**src/rtl/fir_coeff_sample_ctrl.sv**
```systemverilog
// Coefficient bank owner and sample pacer for the 33-tap transposed FIR datapath.
// New coefficients go active only after the datapath has been flushed with zeros.
module fir_coeff_sample_ctrl #(
    parameter int NUM_TAPS = 33,
    parameter int DATA_W   = 16,
    parameter int ADDR_W   = 6
) (
    input  logic                         iClk_12M,
    input  logic                         iRsn,
    input  logic                         iCoeffWrEn,
    input  logic [ADDR_W-1:0]            iCoeffAddr,
    input  logic signed [DATA_W-1:0]     iCoeffData,
    input  logic                         iCoeffUpdate,
    input  logic                         iSampleValid,
    input  logic signed [DATA_W-1:0]     iSample,
    output logic                         oSampleReady,
    output logic signed [DATA_W-1:0]     oFirIn,
    output logic                         oEnAcc,
    output logic [NUM_TAPS*DATA_W-1:0]   oCoeffFlat,
    output logic                         oSwapDone,
    output logic                         oCoeffErr
);

    localparam logic [1:0] ST_RUN   = 2'd0;
    localparam logic [1:0] ST_FLUSH = 2'd1;
    localparam logic [1:0] ST_SWAP  = 2'd2;

    localparam logic [ADDR_W-1:0] LAST_ADDR  = ADDR_W'(NUM_TAPS - 1);
    localparam logic [ADDR_W-1:0] FLUSH_LAST = ADDR_W'(NUM_TAPS - 1);

    logic [1:0]              state;
    logic                    pending;
    logic [ADDR_W-1:0]       flush_cnt;
    logic signed [DATA_W-1:0] shadow [NUM_TAPS];
    logic signed [DATA_W-1:0] active [NUM_TAPS];
    logic                    handshake;

    assign oSampleReady = (state == ST_RUN) && !pending;
    assign handshake    = iSampleValid && oSampleReady;

    for (genvar k = 0; k < NUM_TAPS; k++) begin : g_flat
        assign oCoeffFlat[k*DATA_W +: DATA_W] = active[k];
    end

    always_ff @(posedge iClk_12M) begin
        if (!iRsn) begin
            state     <= ST_RUN;
            pending   <= 1'b0;
            flush_cnt <= '0;
            oFirIn    <= '0;
            oEnAcc    <= 1'b0;
            oSwapDone <= 1'b0;
            oCoeffErr <= 1'b0;
            for (int unsigned k = 0; k < NUM_TAPS; k++) begin
                shadow[k] <= '0;
                active[k] <= '0;
            end
        end else begin
            oSwapDone <= 1'b0;

            if (iCoeffWrEn) begin
                if (iCoeffAddr <= LAST_ADDR)
                    shadow[iCoeffAddr] <= iCoeffData;
                else
                    oCoeffErr <= 1'b1;
            end

            if (iCoeffUpdate)
                pending <= 1'b1;

            case (state)
                ST_RUN: begin
                    if (handshake) begin
                        oFirIn <= iSample;
                        oEnAcc <= 1'b1;
                    end else begin
                        oEnAcc <= 1'b0;
                    end
                    // A fresh request flushes from the very next cycle so the
                    // commit finishes 34 edges after the request.
                    if (pending || iCoeffUpdate)
                        state <= ST_FLUSH;
                end
                ST_FLUSH: begin
                    oFirIn <= '0;
                    oEnAcc <= 1'b1;
                    if (flush_cnt == FLUSH_LAST)
                        state <= ST_SWAP;
                    else
                        flush_cnt <= flush_cnt + 1'b1;
                end
                ST_SWAP: begin
                    for (int unsigned k = 0; k < NUM_TAPS; k++)
                        active[k] <= shadow[k];
                    oSwapDone <= 1'b1;
                    oEnAcc    <= 1'b0;
                    pending   <= iCoeffUpdate;
                    flush_cnt <= '0;
                    state     <= ST_RUN;
                end
                default: begin
                    oEnAcc <= 1'b0;
                    state  <= ST_RUN;
                end
            endcase
        end
    end

endmodule
```
**config.mk**
```make
export PLATFORM = sky130hd
export DESIGN_NAME = fir_coeff_sample_ctrl
export DESIGN_NICKNAME = d
export VERILOG_FILES = /design/src/rtl/fir_coeff_sample_ctrl.sv
export SDC_FILE = /design/constraint.sdc
export NUM_CORES = 1
export LEC_CHECK = 0
export BUFFER_PORTS_ARGS = -buffer_cell sky130_fd_sc_hd__buf_2
export CAP_MARGIN = 25
export CORE_UTILIZATION = 29
export CTS_CLUSTER_DIAMETER = 50
export DETAILED_ROUTE_END_ITERATION = 10
export PLACE_DENSITY = 0.47
export SKIP_LAST_GASP = 1
export SYNTH_ARGS = -nofsm -noshare
export SYNTH_HDL_FRONTEND = slang
export SYNTH_SLANG_ARGS = --single-unit
```
**constraint.sdc**
```tcl
create_clock -name iClk_12M -period 16.5 [get_ports iClk_12M]
set_input_delay 3.3 -clock iClk_12M [delete_from_list [all_inputs] [get_ports iClk_12M]]
set_output_delay 3.3 -clock iClk_12M [all_outputs]
set_load 0.05 [all_outputs]
```
; ---- After elaboration in Yosys (flattened, before gate mapping)
; Memories as Yosys holds them, arrays and structs flattened.
; Cells that the tools add are included.
[classes]
addsub = 1
magnitude_cmp = 1
eq_ne = 7
muxes = 55
n_bitwise = 34
n_reduce_logical = 13
[ops]
columns = cell, count
row1 = 16-bit two-way mux, 35
row2 = 1-bit bitwise OR, 33
row3 = 16-bit case mux with 2 select lines, 1
row4 = 16-bit OR reduction, 1
row5 = 1-bit two-way mux, 12
row6 = 6-bit two-way mux, 2
row7 = 6-bit case mux with 2 select lines, 1
row8 = 2-bit AND reduction, 4
row9 = "6-bit by 1-bit adder with 6-bit output, second input constant", 1
row10 = "6-bit == test, second input constant", 1
row11 = "6-bit less-or-equal comparator, second input constant", 1
row12 = "2-bit inequality test, second input constant", 3
row13 = 2-bit nonzero test, 3
row14 = 2-bit two-way mux, 2
row15 = 2-bit case mux with 2 select lines, 1
row16 = "2-bit by 1-bit == test with 1-bit output, second input constant", 1
row17 = "2-bit == test, second input constant", 1
row18 = 1-bit logical AND, 2
row19 = 2-bit zero test, 1
row20 = "2-bit by 1-bit inequality test with 1-bit output, second input constant", 1
row21 = 1-bit case mux with 2 select lines, 1
row22 = 1-bit zero test, 1
row23 = 1-bit logical OR, 1
row24 = 1-bit inverter, 1
[totals]
ff_bits = 28
ramBits = 1056
input_bits = 43
output_inout_bits = 548
elab_cells = 120
n_memories = 2
[mem_list]
columns = memory, words, width, read_ports, rd_ports_with_merged_regs, write_ports, line
row1 = active, 33, 16, 33, 0, 33, 35  ; logic signed [DATA_W-1:0] active [NUM_TAPS];
row2 = shadow, 33, 16, 33, 0, 33, 34  ; logic signed [DATA_W-1:0] shadow [NUM_TAPS];

; ---- Longest topological paths before layout
; Gate-level depths: netlist (run 1).
[logic_depth]
ltp_word = 7
ltp_mapped = 6

; ---- Worst setup path after synthesis (run 1)
; Ideal clock, no wire load.
[synth_path]
path_type = input to register
startpoint = input iRsn
endpoint = memory active[0][0] (enable)
setup_time_ps = 3804
arrival_time_ps = 12115
required_ps = 12696
slack_ps = 581
path_stages = 2
path_buffers = 1
cell_sequence = clkbuf_1 > nand2_1
[synth_lines]
columns = item, line
row1 = "start, declared", 9  ; input logic iRsn,
row2 = "end, declared", 35

==> metrics, run 1 <==
outcome=completed; number of flops mapped to enable cells by yosys=1,056; core area=134,000 µm²; # nets final=3,198; routability cong.=0.7463; first-pass GRT wire length=166.4 mm; crit path time final=6.377 ns; worst skew pair latency=0.78 ns; FP Rows=134; CTS clk-pin slew, worst paths=0.06 ns; post-cts resize count=0; Register-to-Register Path Depth=5; Top FF cell, synth=edfxtp_1; Critical Path RT=17.13 ns; clk sink count=1,084; CTS tree=built; power density over the cells=132.1 nW/µm²; commonest non-fill, non-tap cell in the layout=edfxtp_1; crit end category=flip-flop; largest net degree at the start of global routing=222; RSZ-0062 raised after global routing=no; Worst setup startpoint=iRsn; max-slew violations=0; Via density=4.441; Tcrit/Tclk final=38.65%; First-pass DRT Iterations=5; measured slew at the worst slew-check pin=1.092 ns; design area=49,010 µm²; #FFs+latches synth=1,084; wire per inst=24.48 µm; Total Wirelength=123.1 mm; Worst R2R Setup Slack=12.24 ns; routed vias=22,320; final hold violation count=0; most frequent cells in the layout=1,056 x edfxtp_1, 590 x buf_2, 547 x and2_1, 519 x nor2_1, 138 x clkbuf_16; placed cell count=4,776; crit-path max FO=101; critical path endpoint=active[0][483]; CP Class=input port to flip-flop; vias in the first global route=21,420; full die area=137,100 µm²; area post-placement=44,490 µm²; fmax=156.8 MHz; initial antenna violation count=15; Synth Area per Inst=15.68 µm²; Mapped Cells=2,507; cell area after synthesis=39,320 µm²; DR iter-0 viols=2,082; setup TNS=0 ns; Synthesis Warnings=0; die width=370.2 µm; I/O pin count=591; pre-CTS setup slack=9.036 ns; clock buffer depth=3; worst rel slew slack=27.20%; all-layer global routing usage=17.65%; worst reg2reg endpoint=active[0][398]; ys async rst share=0%; Leakage Power=18.07 nW; post-synthesis cell type count=41; startpoint types=input port; M2 GR Usage=27.05%; DRC viols=0; Post-Layout Cell Count=5,026; Filler cells=12,720; postcts setup bufs=0; worst r2r src=state[1]; Finish-stage setup viols=0; HP Class=flip-flop to flip-flop; H-tree levels=4; GRT met1 Usage=24.22%; CTS buffer count=138; layout cells sized above 1=26.73%; starting density of the core=29.35%; Final Util=36.58%; clock skew=0.02662 ns; Syn Nets=2,552; layer with the highest usage=met2; Root Driver=clkbuf_16; final worst slack=10.12 ns; max_cap viols=0; M3 GR Usage=4.893%; Final HPWL DP=77.50 mm; Final ANT Viol Nets=0; Port Buffers=590; CTS hold repair buffers=0; GRT Residual Overflow=0; floorplan die height=370.2 µm; P&R area growth vs syn=24.65%; Peak VDD IR=0.00009429 V; Data arrival, critical path=7.01 ns; Seq/Total Area, Yosys=82.08%
power breakdown:
group / total (W) / internal [W] / leakage (nW) / switching [W]
logic: 0.000361 / 0.0000522 / 5.24 / 0.000309
clock network: 0.00293 / 0.00170 / 2.14 / 0.00123
registers: 0.00318 / 0.00313 / 10.7 / 0.0000472
total: 0.00647 / 0.00488 / 18.1 / 0.00159
Yosys cell counts, types with 3 or more instances:
master	instances	area, µm²
inv_1	3	11.26
a211o_1	3	26.28
nand2_1	102	382.9
nand2b_1	3	18.77
nand3_1	12	60.06
clkbuf_1	99	371.6
and2_1	547	3422
nor3_1	3	15.01
buf_2	17	85.08
buf_1	19	71.32
dfxtp_1	28	560.5
edfxtp_1	1056	31710
nand4_1	4	25.02
nor2_1	519	1948
a21oi_1	20	100.1
o21ai_0	37	185.2
state kept, by name (all words and copies together) (netlist names):
register / count
active: 528
shadow: 528
oFirIn: 16
flush_cnt: 6
state: 2
oCoeffErr: 1
oEnAcc: 1
oSwapDone: 1
pending: 1
logic make-up after synthesis:
| kind of cell | synth area share (%) |
|---|---|
| adders and majority gates | 0.06364 |
| DFF | 82.08 |
| AOI/OAI and AO/OA | 0.9229 |
| buffers and inverters | 1.438 |
| and+or+nand+nor | 15.50 |
cell type report:
cell class                 instances  area (µm²)  share of cell area [%]
antenna                            3       7.507                 0.01532
clock buffer                     170        3573                   7.291
clock inverter                    72       853.3                   1.741
inverter                           3       11.26                 0.02298
multi-input combinational       1282        6601                   13.47
sequential                      1084       32270                   65.85
tap                             1768        2212                   4.514
timing repair buffer             644        3480                   7.100
critical path: stages:
cell    delay, ns
buf_2        0.53
inv_1        0.43
nor2_4       0.18
buf_4        0.64
buf_4        0.80
buf_4        0.47
buf_16       0.29
and2_1       0.18
layer usage:
layer  routed length, µm  vias up  part of all wire (%)
met5                  55        -                 0.045
li1                    -    10020                     -
met4                2857       10                   2.3
met2               56650      853                    46
met1               53970    11270                    44
met3                9515      162                   7.7
through the flow:
step / power (W) / hold WS (ns)
after floorplan: 0.003484 / 0.4967
after global placement: 0.003602 / 0.4427
after detailed placement: 0.003602 / 0.4482
after CTS: 0.006550 / 0.4569
after global routing: 0.006670 / 0.4809
final: 0.006472 / 0.4547
worst min-delay path by stage:
stage                       startpoint      endpoint  slack, ns  cells after the start
after global placement       oFirIn[9]     oFirIn[9]       0.44                      2
after floorplan           shadow[0][0]  active[0][0]       0.50                      1
final                        oFirIn[6]     oFirIn[6]       0.45                      2
after detailed placement     oFirIn[5]     oFirIn[5]       0.45                      2
after CTS                    oFirIn[5]     oFirIn[5]       0.46                      2
after global routing         oFirIn[6]     oFirIn[6]       0.48                      2
(Power assumes the default switching activity.)
==> inputs of run 2 (changes only) <==
- ABC_AREA: unset -> 1
- clock period: 16.5 -> 5.32 ns (I/O delays scaled with it)
==> run 2 against run 1 <==
Via count up 7.3%. Final area up 2.9%. Routed wire length down 1.7%. Combinational power rose to 5.6 times the previous value. Count of clock-buffer cells in the layout down 14. Total power rose to 3.3 times the previous value.
==> metrics, run 2 <==
die width=376.7 µm (+1.8%); DRC viols=0 (unchanged); P&R area growth vs syn=23.88%; CTS buffer count=140 (+1.4%); RSZ-0062 raised after global routing=no; fmax=340.4 MHz; cell area after synthesis=40,720 µm² (+3.6%); H-tree levels=4 (unchanged); Adder-Cell Fraction of Synth Area=0.06145% (-0.0022 points); Synth Area per Inst=13.35 µm² (-15%); largest net degree at the start of global routing=114 (-49%); First-pass DRT Iterations=7 (+2); area leader, netlist=edfxtp_1; wire per inst=21.35 µm (-13%); Peak VDD IR=0.0002601 V (+180%); measured slew at the worst slew-check pin=0.9134 ns (-0.1786 ns); post-synthesis cell type count=30 (-27%); clock buffer depth=3 (unchanged); WHS Path Cells=2 (unchanged); Synth top area share=77.87% (-2.8 points); simple-gate portion of the synthesized area=13.14% (-2.4 points); post-cts resize count=0 (unchanged); Register-to-Register Path Depth=6 (+1); crit end category=flip-flop; starting density of the core=29.22% (-0.13 points); Comb pwr share=9.3% (+3.7 points); Data arrival, critical path=3.35 ns (-3.66 ns); Syn Nets=3,096 (+21%); most common cell in the netlist=edfxtp_1; Synth area leaders=edfxtp_1 78%, nor2_1 9.6%, inv_1 5.2%, nand4_4 1.5%, dfxtp_1 1.4%; Via density=4.226 (-4.8%); largest registers=active x528, shadow x528, oFirIn x16; Seq/Total Area, Yosys=79.24% (-2.8 points); I/O pin count=591 (unchanged); Compound-Gate Fraction of Synth Area=0.4209% (-0.50 points); crit path time final=2.938 ns; clock skew=0.02306 ns (-0.003557 ns); mux contribution to synthesized area=0% (unchanged); worst skew pair latency=0.78 ns (about the same); initial antenna violation count=7 (-8); #FFs+latches synth=1,084 (unchanged); commonest non-fill, non-tap cell in the layout=edfxtp_1; CTS clk-pin slew, worst paths=0.06 ns (about the same); outcome=completed; Clk pwr share=43.9% (-1.4 points); Int Power=0.01577 W (+220%); Final Util=36.20% (-0.39 points); Port Buffers=590 (unchanged); combinational family with the most area after synthesis=simple AND/OR/NAND/NOR gates; CTS tree=built; Mapped Cells=3,051 (+22%); NetSw=0.005852 W (+270%); FP Rows=137 (+2.2%); # nets final=3,722 (+16%); Final ANT Viol Nets=0 (unchanged); max_cap viols=0 (unchanged); Tcrit/Tclk final=55.22%; all-layer global routing usage=16.79% (-0.86 points); sequential power share=46.8% (-2.3 points); HP Class=flip-flop to flip-flop; layout cells sized above 1=25.38% (-1.4 points); routed vias=23,940 (+7.3%); Critical Path RT=5.73 ns (-11.40 ns); Final HPWL DP=78.21 mm (+0.92%); Filler cells=13,610 (+7.0%); worst reg2reg endpoint=active[0][508]; most frequent cells in the layout=1,056 x edfxtp_1, 1,038 x nor2_1, 590 x buf_2, 544 x inv_1, 140 x clkbuf_16; CP Class=input port to flip-flop; Finish-stage setup viols=0 (unchanged); Synthesis Warnings=0 (unchanged); crit-path max FO=17 (-83%); max-slew violations=0 (unchanged); floorplan die height=376.7 µm (+1.8%); power density over the cells=428.6 nW/µm² (+220%); Worst setup startpoint=iCoeffAddr[4]; GRT Residual Overflow=0 (unchanged); clk sink count=1,084 (unchanged); vias in the first global route=23,700 (+11%); worst rel slew slack=38.91% (+12 points); postcts setup bufs=0 (unchanged); Sw Ratio=27.07% (+2.5 points); hold path startpoint=oCoeffErr; core area=139,400 µm² (+4.0%); ys async rst share=0% (unchanged); area share of xor/xnor cells in the synthesized design=0% (unchanged); number of flops mapped to enable cells by yosys=1,056 (unchanged); routability cong.=0.7410 (-0.71%); CTS hold repair buffers=0 (unchanged); Total Wirelength=121.0 mm (-1.7%); Top FF cell, synth=edfxtp_1; Synth top cells by count=1,056 x edfxtp_1, 1,038 x nor2_1, 560 x inv_1; worst r2r src=state[0]; Leakage Power=21.84 nW (+21%); startpoint types=input port; Worst R2R Setup Slack=2.80 ns (-9.44 ns); final hold violation count=0 (unchanged); Root Driver=clkbuf_16; setup TNS=0 ns (unchanged); DR iter-0 viols=2,054 (-1.3%); Worst Hold End=oCoeffErr; first-pass GRT wire length=167.2 mm (+0.47%); worst hold slack=0.4583 ns (+0.003620 ns); full die area=141,900 µm² (+3.6%)
## run 2: cell count changes after synthesis, moves of 13 or more
cell | previous run | this run
nor2_2 | 1 | 26
nor2_1 | 519 | 1038
o21ai_0 | 37 | 7
nand4_4 | 0 | 28
and2_1 | 547 | 0
nand2_1 | 102 | 80
buf_1 | 19 | 0
inv_1 | 3 | 560
buf_6 | 1 | 14
clkbuf_1 | 99 | 115
## run 2: stage by stage
| stage | instance area, µm² | setup WS [ns] | cells | power, W |
|---|---|---|---|---|
| 6_report | 50450 | 2.382 | 5665 | 0.02162 |
| 4_1_cts | 50410 | 2.449 | 5662 | 0.02186 |
| 5_1_grt | 50440 | 2.276 | 5663 | 0.02229 |
| 2_1_floorplan | 40730 | 0.05706 | 3051 | 0.01166 |
| 3_5_place_dp | 45730 | 1.589 | 5410 | 0.01234 |
| 3_3_place_gp | 45730 | 1.640 | 5410 | 0.01235 |
## run 2: routing by layer
layer,up-vias,part of all wire [%],track usage [%]
met5,-,0.021,0
met4,4,2.2,4.978
met3,177,6.6,4.116
met2,815,48,27.46
met1,11880,43,21.96
li1,11060,-,-
## run 2: area by class of cell
type | count | area, µm² | share of cell area, %
Antenna cell | 2 | 5.005 | 0.009921
Clock buffer | 156 | 3563 | 7.064
Clock inverter | 96 | 1117 | 2.215
Inverter | 569 | 2151 | 4.263
Multi-Input combinational cell | 1244 | 5572 | 11.04
Sequential cell | 1084 | 32270 | 63.97
Tap cell | 1876 | 2347 | 4.653
Timing Repair Buffer | 638 | 3421 | 6.781
## run 2: cells by family after synthesis
| kind of cell | count (synthesis) |
|---|---|
| AND/OR/NAND/NOR | 1210 |
| AO/OA/AOI/OAI | 32 |
| adder cells (fa/ha/maj) | 2 |
| buffers and inverters | 723 |
| flip-flops | 1084 |
## run 2: worst max-delay path by stage
| stage | end | slack (ns) | cells past startpoint |
|---|---|---|---|
| after floorplan | active[0][0] | 0.06 | 2 |
| after global placement | shadow[16][10] | 1.64 | 4 |
| after detailed placement | shadow[16][7] | 1.59 | 4 |
| after CTS | shadow[16][11] | 2.45 | 4 |
| after global routing | shadow[9][15] | 2.28 | 7 |
| final | shadow[9][0] | 2.38 | 7 |
## run 2: power groups by stage
stage	Sequential [W]	Combinational (W)	Clock, W
finish	0.0101	0.00201	0.00949
global route	0.0102	0.00212	0.0100
CTS	0.0101	0.00205	0.00968
detailed placement	0.0103	0.00204	0
global placement	0.0103	0.00204	0
floorplan	0.0112	0.000434	0
## run 2: critical path, stage by stage
cell and delay, ns:
buf_2 0.16, nor2_1 0.24, inv_2 0.14, o21ai_4 0.17
buf_4 0.41, nand4_4 0.42, nand2_1 0.69
